$ cat src/rtl/mux2_arbiter_pkg.sv
// Shared types and defaults for the two-source mux arbiter.
package mux2_arbiter_pkg;

  localparam int unsigned DATA_W        = 4;
  localparam int unsigned MAX_BEATS_DEF = 8;

  typedef enum logic [1:0] {
    IDLE  = 2'd0,
    BUSY0 = 2'd1,
    BUSY1 = 2'd2
  } arb_state_t;

  // Width of a counter that must hold 0..max_beats inclusive.
  function automatic int unsigned cnt_w(input int unsigned max_beats);
    return $clog2(max_beats + 1);
  endfunction

endpackage

$ cat src/rtl/mux2_arbiter_if.sv
// Two producer handshakes plus one consumer handshake around the shared mux.
interface mux2_arbiter_if
  import mux2_arbiter_pkg::*;
#(
  parameter int unsigned W = DATA_W
);

  logic [W-1:0] d0;
  logic         v0;
  logic         last0;
  logic         rdy0;
  logic [W-1:0] d1;
  logic         v1;
  logic         last1;
  logic         rdy1;
  logic [W-1:0] y;
  logic         y_valid;
  logic         y_last;
  logic         y_sel;
  logic         y_ready;

  // Environment side: drives producers and the consumer ready.
  modport master (
    output d0, v0, last0, d1, v1, last1, y_ready,
    input  rdy0, rdy1, y, y_valid, y_last, y_sel
  );

  // Arbiter side.
  modport slave (
    input  d0, v0, last0, d1, v1, last1, y_ready,
    output rdy0, rdy1, y, y_valid, y_last, y_sel
  );

endinterface

$ cat src/rtl/mux2_arbiter_mux2_w.sv
// Plain W-bit 2:1 data select shared by both sources.
module mux2_w
  import mux2_arbiter_pkg::*;
#(
  parameter int unsigned W = DATA_W
) (
  input  logic [W-1:0] d0_i,
  input  logic [W-1:0] d1_i,
  input  logic         sel_i,
  output logic [W-1:0] y_o
);

  // sel_i = 1 picks source 1.
  assign y_o = sel_i ? d1_i : d0_i;

endmodule

$ cat src/rtl/mux2_arbiter.sv
// Round-robin, packet-locking arbiter in front of a shared mux, with a
// one-entry registered output stage toward the consumer.
module mux2_arbiter
  import mux2_arbiter_pkg::*;
#(
  parameter int unsigned W         = DATA_W,
  parameter int unsigned MAX_BEATS = MAX_BEATS_DEF
) (
  input  logic             clk,
  input  logic             rst,
  mux2_arbiter_if.slave    bus
);

  localparam int unsigned CW = cnt_w(MAX_BEATS);

  arb_state_t    state_q, state_d;
  logic          prio_q, prio_d;
  logic [CW-1:0] cnt_q, cnt_d;
  logic [W-1:0]  y_q, y_d;
  logic          y_valid_q, y_valid_d;
  logic          y_last_q, y_last_d;
  logic          y_sel_q, y_sel_d;

  logic          sel_c;
  logic [W-1:0]  mux_y_c;
  logic          out_free_c;
  logic          rdy0_c, rdy1_c;
  logic          src_v_c, src_last_c, xfer_last_c;

  mux2_w #(.W(W)) u_mux (
    .d0_i  (bus.d0),
    .d1_i  (bus.d1),
    .sel_i (sel_c),
    .y_o   (mux_y_c)
  );

  // Output slot can take a beat when empty or draining this cycle.
  assign out_free_c = !y_valid_q || bus.y_ready;

  // Grant selection, beat acceptance and output-stage load/drain.
  always_comb begin
    state_d     = state_q;
    prio_d      = prio_q;
    cnt_d       = cnt_q;
    y_d         = y_q;
    y_valid_d   = y_valid_q && !bus.y_ready;
    y_last_d    = y_last_q;
    y_sel_d     = y_sel_q;
    sel_c       = 1'b0;
    rdy0_c      = 1'b0;
    rdy1_c      = 1'b0;
    src_v_c     = 1'b0;
    src_last_c  = 1'b0;
    xfer_last_c = 1'b0;
    case (state_q)
      IDLE: begin
        cnt_d = '0;
        if (bus.v0 && bus.v1) begin
          state_d = prio_q ? BUSY1 : BUSY0;
        end else if (bus.v0) begin
          state_d = BUSY0;
        end else if (bus.v1) begin
          state_d = BUSY1;
        end
      end
      BUSY0, BUSY1: begin
        sel_c      = (state_q == BUSY1);
        src_v_c    = sel_c ? bus.v1 : bus.v0;
        src_last_c = sel_c ? bus.last1 : bus.last0;
        rdy0_c     = !sel_c && out_free_c;
        rdy1_c     = sel_c && out_free_c;
        if (src_v_c && out_free_c) begin
          // Beat limit forces a release even without a source last.
          xfer_last_c = src_last_c || (cnt_q == CW'(MAX_BEATS - 1));
          y_d         = mux_y_c;
          y_sel_d     = sel_c;
          y_valid_d   = 1'b1;
          y_last_d    = xfer_last_c;
          cnt_d       = cnt_q + CW'(1);
          if (xfer_last_c) begin
            state_d = IDLE;
            prio_d  = !sel_c;
          end
        end
      end
      default: begin
        state_d = IDLE;
      end
    endcase
  end

  // State, priority, beat counter and output register.
  always_ff @(posedge clk or negedge rst) begin
    if (!rst) begin
      state_q   <= IDLE;
      prio_q    <= 1'b0;
      cnt_q     <= '0;
      y_q       <= '0;
      y_valid_q <= 1'b0;
      y_last_q  <= 1'b0;
      y_sel_q   <= 1'b0;
    end else begin
      state_q   <= state_d;
      prio_q    <= prio_d;
      cnt_q     <= cnt_d;
      y_q       <= y_d;
      y_valid_q <= y_valid_d;
      y_last_q  <= y_last_d;
      y_sel_q   <= y_sel_d;
    end
  end

  assign bus.rdy0    = rdy0_c;
  assign bus.rdy1    = rdy1_c;
  assign bus.y       = y_q;
  assign bus.y_valid = y_valid_q;
  assign bus.y_last  = y_last_q;
  assign bus.y_sel   = y_sel_q;

endmodule
$ cat src/flat_wrapper.sv
// flat-port wrapper written by rule: the top's interface ports become plain ports
module mux2_arbiter_flat import mux2_arbiter_pkg::*;
#(
  parameter int unsigned W         = DATA_W,
  parameter int unsigned MAX_BEATS = MAX_BEATS_DEF
)
  (clk, rst, bus_d0, bus_v0, bus_last0, bus_d1, bus_v1, bus_last1, bus_y_ready, bus_rdy0, bus_rdy1, bus_y, bus_y_valid, bus_y_last, bus_y_sel);
  mux2_arbiter_if #(.W(W)) bus_i ();
  input  logic clk;
  input  logic rst;
  input wire logic [$bits(bus_i.d0)-1:0] bus_d0;
  input wire logic [$bits(bus_i.v0)-1:0] bus_v0;
  input wire logic [$bits(bus_i.last0)-1:0] bus_last0;
  input wire logic [$bits(bus_i.d1)-1:0] bus_d1;
  input wire logic [$bits(bus_i.v1)-1:0] bus_v1;
  input wire logic [$bits(bus_i.last1)-1:0] bus_last1;
  input wire logic [$bits(bus_i.y_ready)-1:0] bus_y_ready;
  output wire logic [$bits(bus_i.rdy0)-1:0] bus_rdy0;
  output wire logic [$bits(bus_i.rdy1)-1:0] bus_rdy1;
  output wire logic [$bits(bus_i.y)-1:0] bus_y;
  output wire logic [$bits(bus_i.y_valid)-1:0] bus_y_valid;
  output wire logic [$bits(bus_i.y_last)-1:0] bus_y_last;
  output wire logic [$bits(bus_i.y_sel)-1:0] bus_y_sel;
  assign bus_i.d0 = bus_d0;
  assign bus_i.v0 = bus_v0;
  assign bus_i.last0 = bus_last0;
  assign bus_i.d1 = bus_d1;
  assign bus_i.v1 = bus_v1;
  assign bus_i.last1 = bus_last1;
  assign bus_i.y_ready = bus_y_ready;
  assign bus_rdy0 = bus_i.rdy0;
  assign bus_rdy1 = bus_i.rdy1;
  assign bus_y = bus_i.y;
  assign bus_y_valid = bus_i.y_valid;
  assign bus_y_last = bus_i.y_last;
  assign bus_y_sel = bus_i.y_sel;
  mux2_arbiter #(.W(W), .MAX_BEATS(MAX_BEATS)) u_core (.clk(clk), .rst(rst), .bus(bus_i));
endmodule
$ cat config.mk
export PLATFORM = sky130hd
export DESIGN_NAME = mux2_arbiter_flat
export DESIGN_NICKNAME = d
export VERILOG_FILES = /design/src/rtl/mux2_arbiter_pkg.sv /design/src/rtl/mux2_arbiter_if.sv /design/src/rtl/mux2_arbiter_mux2_w.sv /design/src/rtl/mux2_arbiter.sv /design/src/flat_wrapper.sv
export SDC_FILE = /design/constraint.sdc
export NUM_CORES = 1
export LEC_CHECK = 0
export CAP_MARGIN = 5
export CORE_UTILIZATION = 48
export DETAILED_ROUTE_END_ITERATION = 10
export PLACE_DENSITY = 0.91
export SLEW_MARGIN = 30
export SYNTH_ARGS = -nofsm -noshare
export SYNTH_HDL_FRONTEND = slang
export SYNTH_SLANG_ARGS = --single-unit
$ cat constraint.sdc
create_clock -name clk -period 4.46 [get_ports clk]
set_clock_uncertainty 0.05 [all_clocks]
set_input_delay 0.669 -clock clk [delete_from_list [all_inputs] [get_ports clk]]
set_output_delay 0.669 -clock clk [all_outputs]
set_load 0.03 [all_outputs]
== Word level (Yosys, flattened, before mapping) ==
Index checks and enable logic that the tools add are counted.

* $add $sub $neg: 1
* Multiplexer cells: 17
* Reduce and logical (&&, ||, !) cells: 17
* Equality and inequality tests: 6

{| class="wikitable"
|+ Operators by type and width
! cell !! count
|-
| $mux 2 || 6
|-
| $mux 4 || 2
|-
| $pmux 4 s2 || 1
|-
| $mux 1 || 7
|-
| $reduce_and 3->1 || 2
|-
| $logic_and 1x1->1 || 5
|-
| $add 4x1->4 const B || 1
|-
| $eq 4x3->1 const B || 1
|-
| $ne 2x1->1 const B || 2
|-
| $ne 4x3->1 const B || 1
|-
| $pmux 2 s2 || 1
|-
| $reduce_and 2->1 || 2
|-
| $logic_not 1->1 || 3
|-
| $eq 2x1->1 const B || 1
|-
| $eq 2x2->1 const B || 1
|-
| $logic_not 2->1 || 1
|-
| $logic_or 1x1->1 || 2
|-
| $reduce_bool 2->1 || 1
|-
| $reduce_or 2->1 || 1
|}

* Register bits after elaboration: 14
* Bits of input ports: 15
* Logic and storage cells: 48

== Logic depth before layout (Yosys ltp) ==
* Depth after elaboration: 6
* Gate-level depth with buffers: 8
* Mapped depth without buffers: 6

== Modules after synthesis ==
Synthesis repeated with hierarchy kept, for this count alone.

* Cells, all modules: 71
* Area, all modules: 837.1 um^2

{| class="wikitable"
|+ Modules (own cells, without submodules)
! module !! area each (um^2) !! sequential area each (um^2) !! times used !! cells an instance
|-
| mux2_arbiter || 792.0 || 350.3 || 1 || 67
|-
| mux2_w || 45.0 || 0.0 || 1 || 4
|}

== Worst setup path after synthesis ==
Ideal clock, no wire load.

* Kind: reg-to-output
* From: register u_core.state_q[1]
* To: output bus_rdy0
* Stages on the path, launching flop included: 6
* Arrival time: 1.384 ns
* Data required time: 3.741 ns
* Slack: 2.357 ns
* Buffers on the path: 1
* Cell sequence: dfrtp_1 inv_1 ha_1 clkbuf_1 nand2_1 nor2_1

* Word-level cells in the longest chain between the ends: 4
* Elaborated cells on any way between the ends: 6
* Classes of those cells: eq/ne: 2; mux: 1; reduce/logical: 3

{| class="wikitable"
|+ Ends and longest elaborated chain
! item !! RTL line !! text
|-
| start, declared || mux2_arbiter.sv:16 || <nowiki>arb_state_t state_q, state_d;</nowiki>
|-
| start signal, assigned || mux2_arbiter.sv:103 || <nowiki>state_q <= state_d;</nowiki>
|-
| $eq 2x2->1 || mux2_arbiter.sv:55, mux2_arbiter.sv:67 ||
|-
| $logic_not 1->1 || mux2_arbiter.sv:70 || <nowiki>rdy0_c = !sel_c && out_free_c;</nowiki>
|-
| $logic_and 1x1->1 || mux2_arbiter.sv:70 ||
|-
| $mux 1 * || mux2_arbiter.sv:55 || <nowiki>case (state_q)</nowiki>
|-
| end, declared || flat_wrapper.sv:18 || <nowiki>output wire logic [$bits(bus_i.rdy0)-1:0] bus_rdy0;</nowiki>
|}

Every way passes the cells marked *; elsewhere a longest branch is shown, timed or not.

== Worst setup path in the final report ==
* From: input bus_y_ready
* To: output bus_rdy1

* Word-level cells in the longest chain between the ends: 3

{| class="wikitable"
|+ Ends and longest elaborated chain
! item !! RTL line !! text
|-
| start, declared || flat_wrapper.sv:17 || <nowiki>input wire logic [$bits(bus_i.y_ready)-1:0] bus_y_ready;</nowiki>
|-
| $logic_or 1x1->1 || mux2_arbiter.sv:38 || <nowiki>assign out_free_c = !y_valid_q || bus.y_ready;</nowiki>
|-
| $logic_and 1x1->1 || mux2_arbiter.sv:71 || <nowiki>rdy1_c = sel_c && out_free_c;</nowiki>
|-
| $mux 1 || mux2_arbiter.sv:55 ||
|-
| end, declared || flat_wrapper.sv:19 || <nowiki>output wire logic [$bits(bus_i.rdy1)-1:0] bus_rdy1;</nowiki>
|}

No other way between the ends.

==> impl_metrics.tcl <==
set metrics [dict create \
    drt-pass1-iter-count 4 \
    tritoncts "yes" \
    syn_area_per_cell_um2 9.85 \
    fp.dieH_um 42.5 \
    routabilityCongestion 0.823 \
    gate_count_post_synth 80 \
    synth_warnings 0 \
    total_standard_cell_area_after_synthesis_um2 788 \
    synth.distinct_cells 27 \
    final.period_utilization_pct 65.4 \
    antenna_left 0 \
    drc_errors 0 \
    fp-row-count 14 \
    critical_path_class "in -> out" \
    cell_types_occupying_the_most_area_after_synthesis "sky130_fd_sc_hd__dfrtp_1, sky130_fd_sc_hd__mux2i_1, sky130_fd_sc_hd__nand2_1, sky130_fd_sc_hd__ha_1, sky130_fd_sc_hd__o21ai_1" \
    drive_gt1_share_pct 8.74 \
    comb_power_share_pct 59.6 \
    core_area_um2 1520 \
    cts.repair_timing.setup_buffer_count 0 \
    power_density_nw_per_um2 699 \
    max-cap-violations 0 \
    cellInternalPower_uw 410 \
    cp_data_required_time_ps 3740 \
    grt_pass1_vias 621 \
    grt_antenna_before_repair 0 \
    yosys.area.top_type "sky130_fd_sc_hd__dfrtp_1" \
    end_kind "output pin" \
    adder_cell_area_share_of_the_yosys_netlist_pct 6.35 \
    avgViaCountPerCell 5.19 \
    cts_max_path_buffers 2 \
    setup_total_negative_slack_ps 0 \
    die_width_um 42.5 \
    first_pass_grt_wire_length_um 2680 \
    io_pins 24 \
    nFillCells 126 \
    largest_family_of_logic_cells_by_synthesized_area "simple AND/OR/NAND/NOR gates" \
    yosys.area_share.xor_xnor_pct 1.11 \
    synth_top_flop_cell "sky130_fd_sc_hd__dfrtp_1" \
    min_path_type "reg -> reg" \
    timing_worst_slew_pin_value_ps 597 \
    p_sw_share_pct 43.9 \
    grt_overflow 0 \
    nets 123 \
    dp_hpwl_um 1170 \
    worst-endpoint-arrival_ps 2200 \
    clock_buffers_created_by_tritoncts 3 \
    rsz0062_at_grt "no" \
    post_drt_wl_per_cell_um 12.7 \
    cts.clk_slew.worst_paths_ps 80 \
    quantity_of_hold_fixing_buffers_added_after_cts 0 \
    final_hold_viol_count 0 \
    power.share.sequential_pct 28.1 \
    net_switching_power_uw 320 \
    first_iter_violations 11 \
    register_bit_count_reported_by_yosys 14 \
    grt_start_max_net_pins 15 \
    max-vdd-ir-drop_v 0.000474 \
    async_reset_ff_share_pct 100 \
    place.port_buffers 23 \
    relSlewSlack_pct 60.1 \
    mappedNetlistNets 99 \
    diodes 0 \
    number_of_enable_type_register_cells_in_the_synthesized_netlist 0 \
    cp-start-kind "primary input" \
    dpl.cell_count 115 \
    seq_area_frac_synth_pct 44.4 \
    area_growth_pct 32.4 \
    synth_simple_gate_area_share_pct 17.5 \
    synth_top_cell_area_share_pct 44.4 \
    outcome "complete, no violations" \
    start_util_pct 51.7 \
    timing_max_transition_violations_final 0 \
    htree_levels 1 \
    proportion_of_synthesized_area_in_mux_cells_pct 12.2 \
    setup_violations 0 \
    top_fanout_value_on_the_critical_path 6 \
    final-instance-count-excl-fill 119 \
    post_cts_resize_count 0 \
    grtUsageTotal_pct 19.9 \
    routed_wirelength_um 1510 \
    power.share.clock_pct 12.3 \
    final.min_clock_period_ps 2910 \
    pleak_uw 0.000467 \
    fp.dieArea_um2 1810 \
    insertion_delay_ps 280 \
    cts.root.buffer_cell "sky130_fd_sc_hd__clkbuf_4" \
    synth-compound-area-share_pct 12.1 \
    total_number_of_vias 618 \
    total_clock_sinks 14 \
    fmax_mhz 343 \
]
-- power groups by stage --
stage | Combinational [µW] | Clock (µW) | Sequential, µW
after floorplan | 262 | 0 | 261
after global placement | 425 | 0 | 205
after detailed placement | 436 | 0 | 207
after CTS | 439 | 91.5 | 205
after global routing | 478 | 97.1 | 212
final | 435 | 89.8 | 205
-- synthesized netlist by cell type (2+ instances only) --
library cell                n
sky130_fd_sc_hd__nand2b_1   2
sky130_fd_sc_hd__nand2_1   17
sky130_fd_sc_hd__a31oi_1    2
sky130_fd_sc_hd__inv_1      5
sky130_fd_sc_hd__nand3_1    2
sky130_fd_sc_hd__dfrtp_1   14
sky130_fd_sc_hd__a21oi_1    2
sky130_fd_sc_hd__o21ai_1    7
sky130_fd_sc_hd__mux2i_1    7
sky130_fd_sc_hd__ha_1       4
sky130_fd_sc_hd__buf_6      2
-- sequential cells by signal, indices dropped and copies added (netlist names) --
register and cells:
u_core.bus.y_sel 1, u_core.state_q 2, u_core.cnt_q 4, u_core.bus.y_valid 1, u_core.bus.y_last 1, u_core.bus.y 4
u_core.prio_q 1
-- kinds of logic (layout without fill, tap and decap cells) --
group	Yosys count	after routing
simple gates	28	28
compound gates	15	15
flops	14	14
mux	9	9
buf+inv	9	32
fa+ha+maj	4	4
xor+xnor	1	1
-- critical path: stages --
cell	delay, ps
sky130_fd_sc_hd__clkdlybuf4s50_1	460
sky130_fd_sc_hd__nand2b_1	220
sky130_fd_sc_hd__and3_1	190
sky130_fd_sc_hd__clkdlybuf4s50_1	660
-- through the flow --
step           util, %  hold WS [ps]  setup WS, ps  area, µm²  power [µW]
3_5_place_dp      66.1           425          1540       1010         643
3_3_place_gp      66.1           418          1560       1010         631
5_1_grt           68.5           469          1420       1040         787
6_report          68.5           440          1550       1040         730
4_1_cts           68.5           444          1540       1040         735
2_1_floorplan        -           323          2360        788         524
-- cells in the final DEF (no fill, tap or decap) --
cell type | netlist | layout
sky130_fd_sc_hd__a21oi_1 | 2 | 2
sky130_fd_sc_hd__a31oi_1 | 2 | 2
sky130_fd_sc_hd__and3_1 | 1 | 1
sky130_fd_sc_hd__and3_4 | 1 | 1
sky130_fd_sc_hd__clkbuf_4 | 0 | 3
sky130_fd_sc_hd__clkbuf_8 | 0 | 1
sky130_fd_sc_hd__clkdlybuf4s50_1 | 0 | 23
sky130_fd_sc_hd__dfrtp_1 | 14 | 14
sky130_fd_sc_hd__ha_1 | 4 | 4
sky130_fd_sc_hd__inv_1 | 5 | 5
sky130_fd_sc_hd__mux2_1 | 1 | 1
sky130_fd_sc_hd__mux2_4 | 1 | 1
sky130_fd_sc_hd__mux2i_1 | 7 | 7
sky130_fd_sc_hd__nand2_1 | 17 | 17
sky130_fd_sc_hd__nand2b_1 | 2 | 2
sky130_fd_sc_hd__nand3_1 | 2 | 2
sky130_fd_sc_hd__nand3_2 | 1 | 1
sky130_fd_sc_hd__nand3b_1 | 1 | 1
sky130_fd_sc_hd__nor2_1 | 1 | 1
sky130_fd_sc_hd__nor2b_1 | 1 | 1
sky130_fd_sc_hd__o21ai_0 | 1 | 1
sky130_fd_sc_hd__o21ai_1 | 7 | 7
sky130_fd_sc_hd__o21ai_2 | 1 | 1
sky130_fd_sc_hd__o221a_1 | 1 | 1
sky130_fd_sc_hd__o31ai_2 | 1 | 1
sky130_fd_sc_hd__or3_1 | 1 | 1
sky130_fd_sc_hd__xnor2_1 | 1 | 1
-- routing by layer --
metal | global-route usage (%) | vias to the layer above | part of all wire (%)
li1 | - | 315 | -
met5 | 0 | - | 0
met3 | 8.19 | 0 | 4.8
met1 | 23.6 | 289 | 45
met4 | 4.38 | 0 | 0
met2 | 33.5 | 14 | 51
-- path summary, 6_finish.rpt --
| path | startpoint | end | slack (ps) | cells past startpoint |
|---|---|---|---|---|
| max | bus_y_ready | bus_rdy1 | 1550 | 4 |
| min | u_core.bus.y[0] | u_core.bus.y[0] | 440 | 2 |
| max reg2reg | u_core.state_q[0] | u_core.cnt_q[3] | 2390 | 6 |
| min reg2reg | u_core.bus.y[0] | u_core.bus.y[0] | 440 | 2 |
| max in group asynchronous | rst | u_core.bus.y[3] | 3260 | 1 |
| min in group asynchronous | rst | u_core.bus.y[2] | 710 | 1 |
-- final cells by class --
cell class	instances	area, µm²	share of cell area [%]
clock buffer	4	36.3	3.48
inverter	5	18.8	1.80
multi-input combinational	57	388	37.2
sequential	14	350	33.6
tap	16	20.0	1.92
timing repair buffer	23	230	22.1
Power figures use the tool's default switching activity.
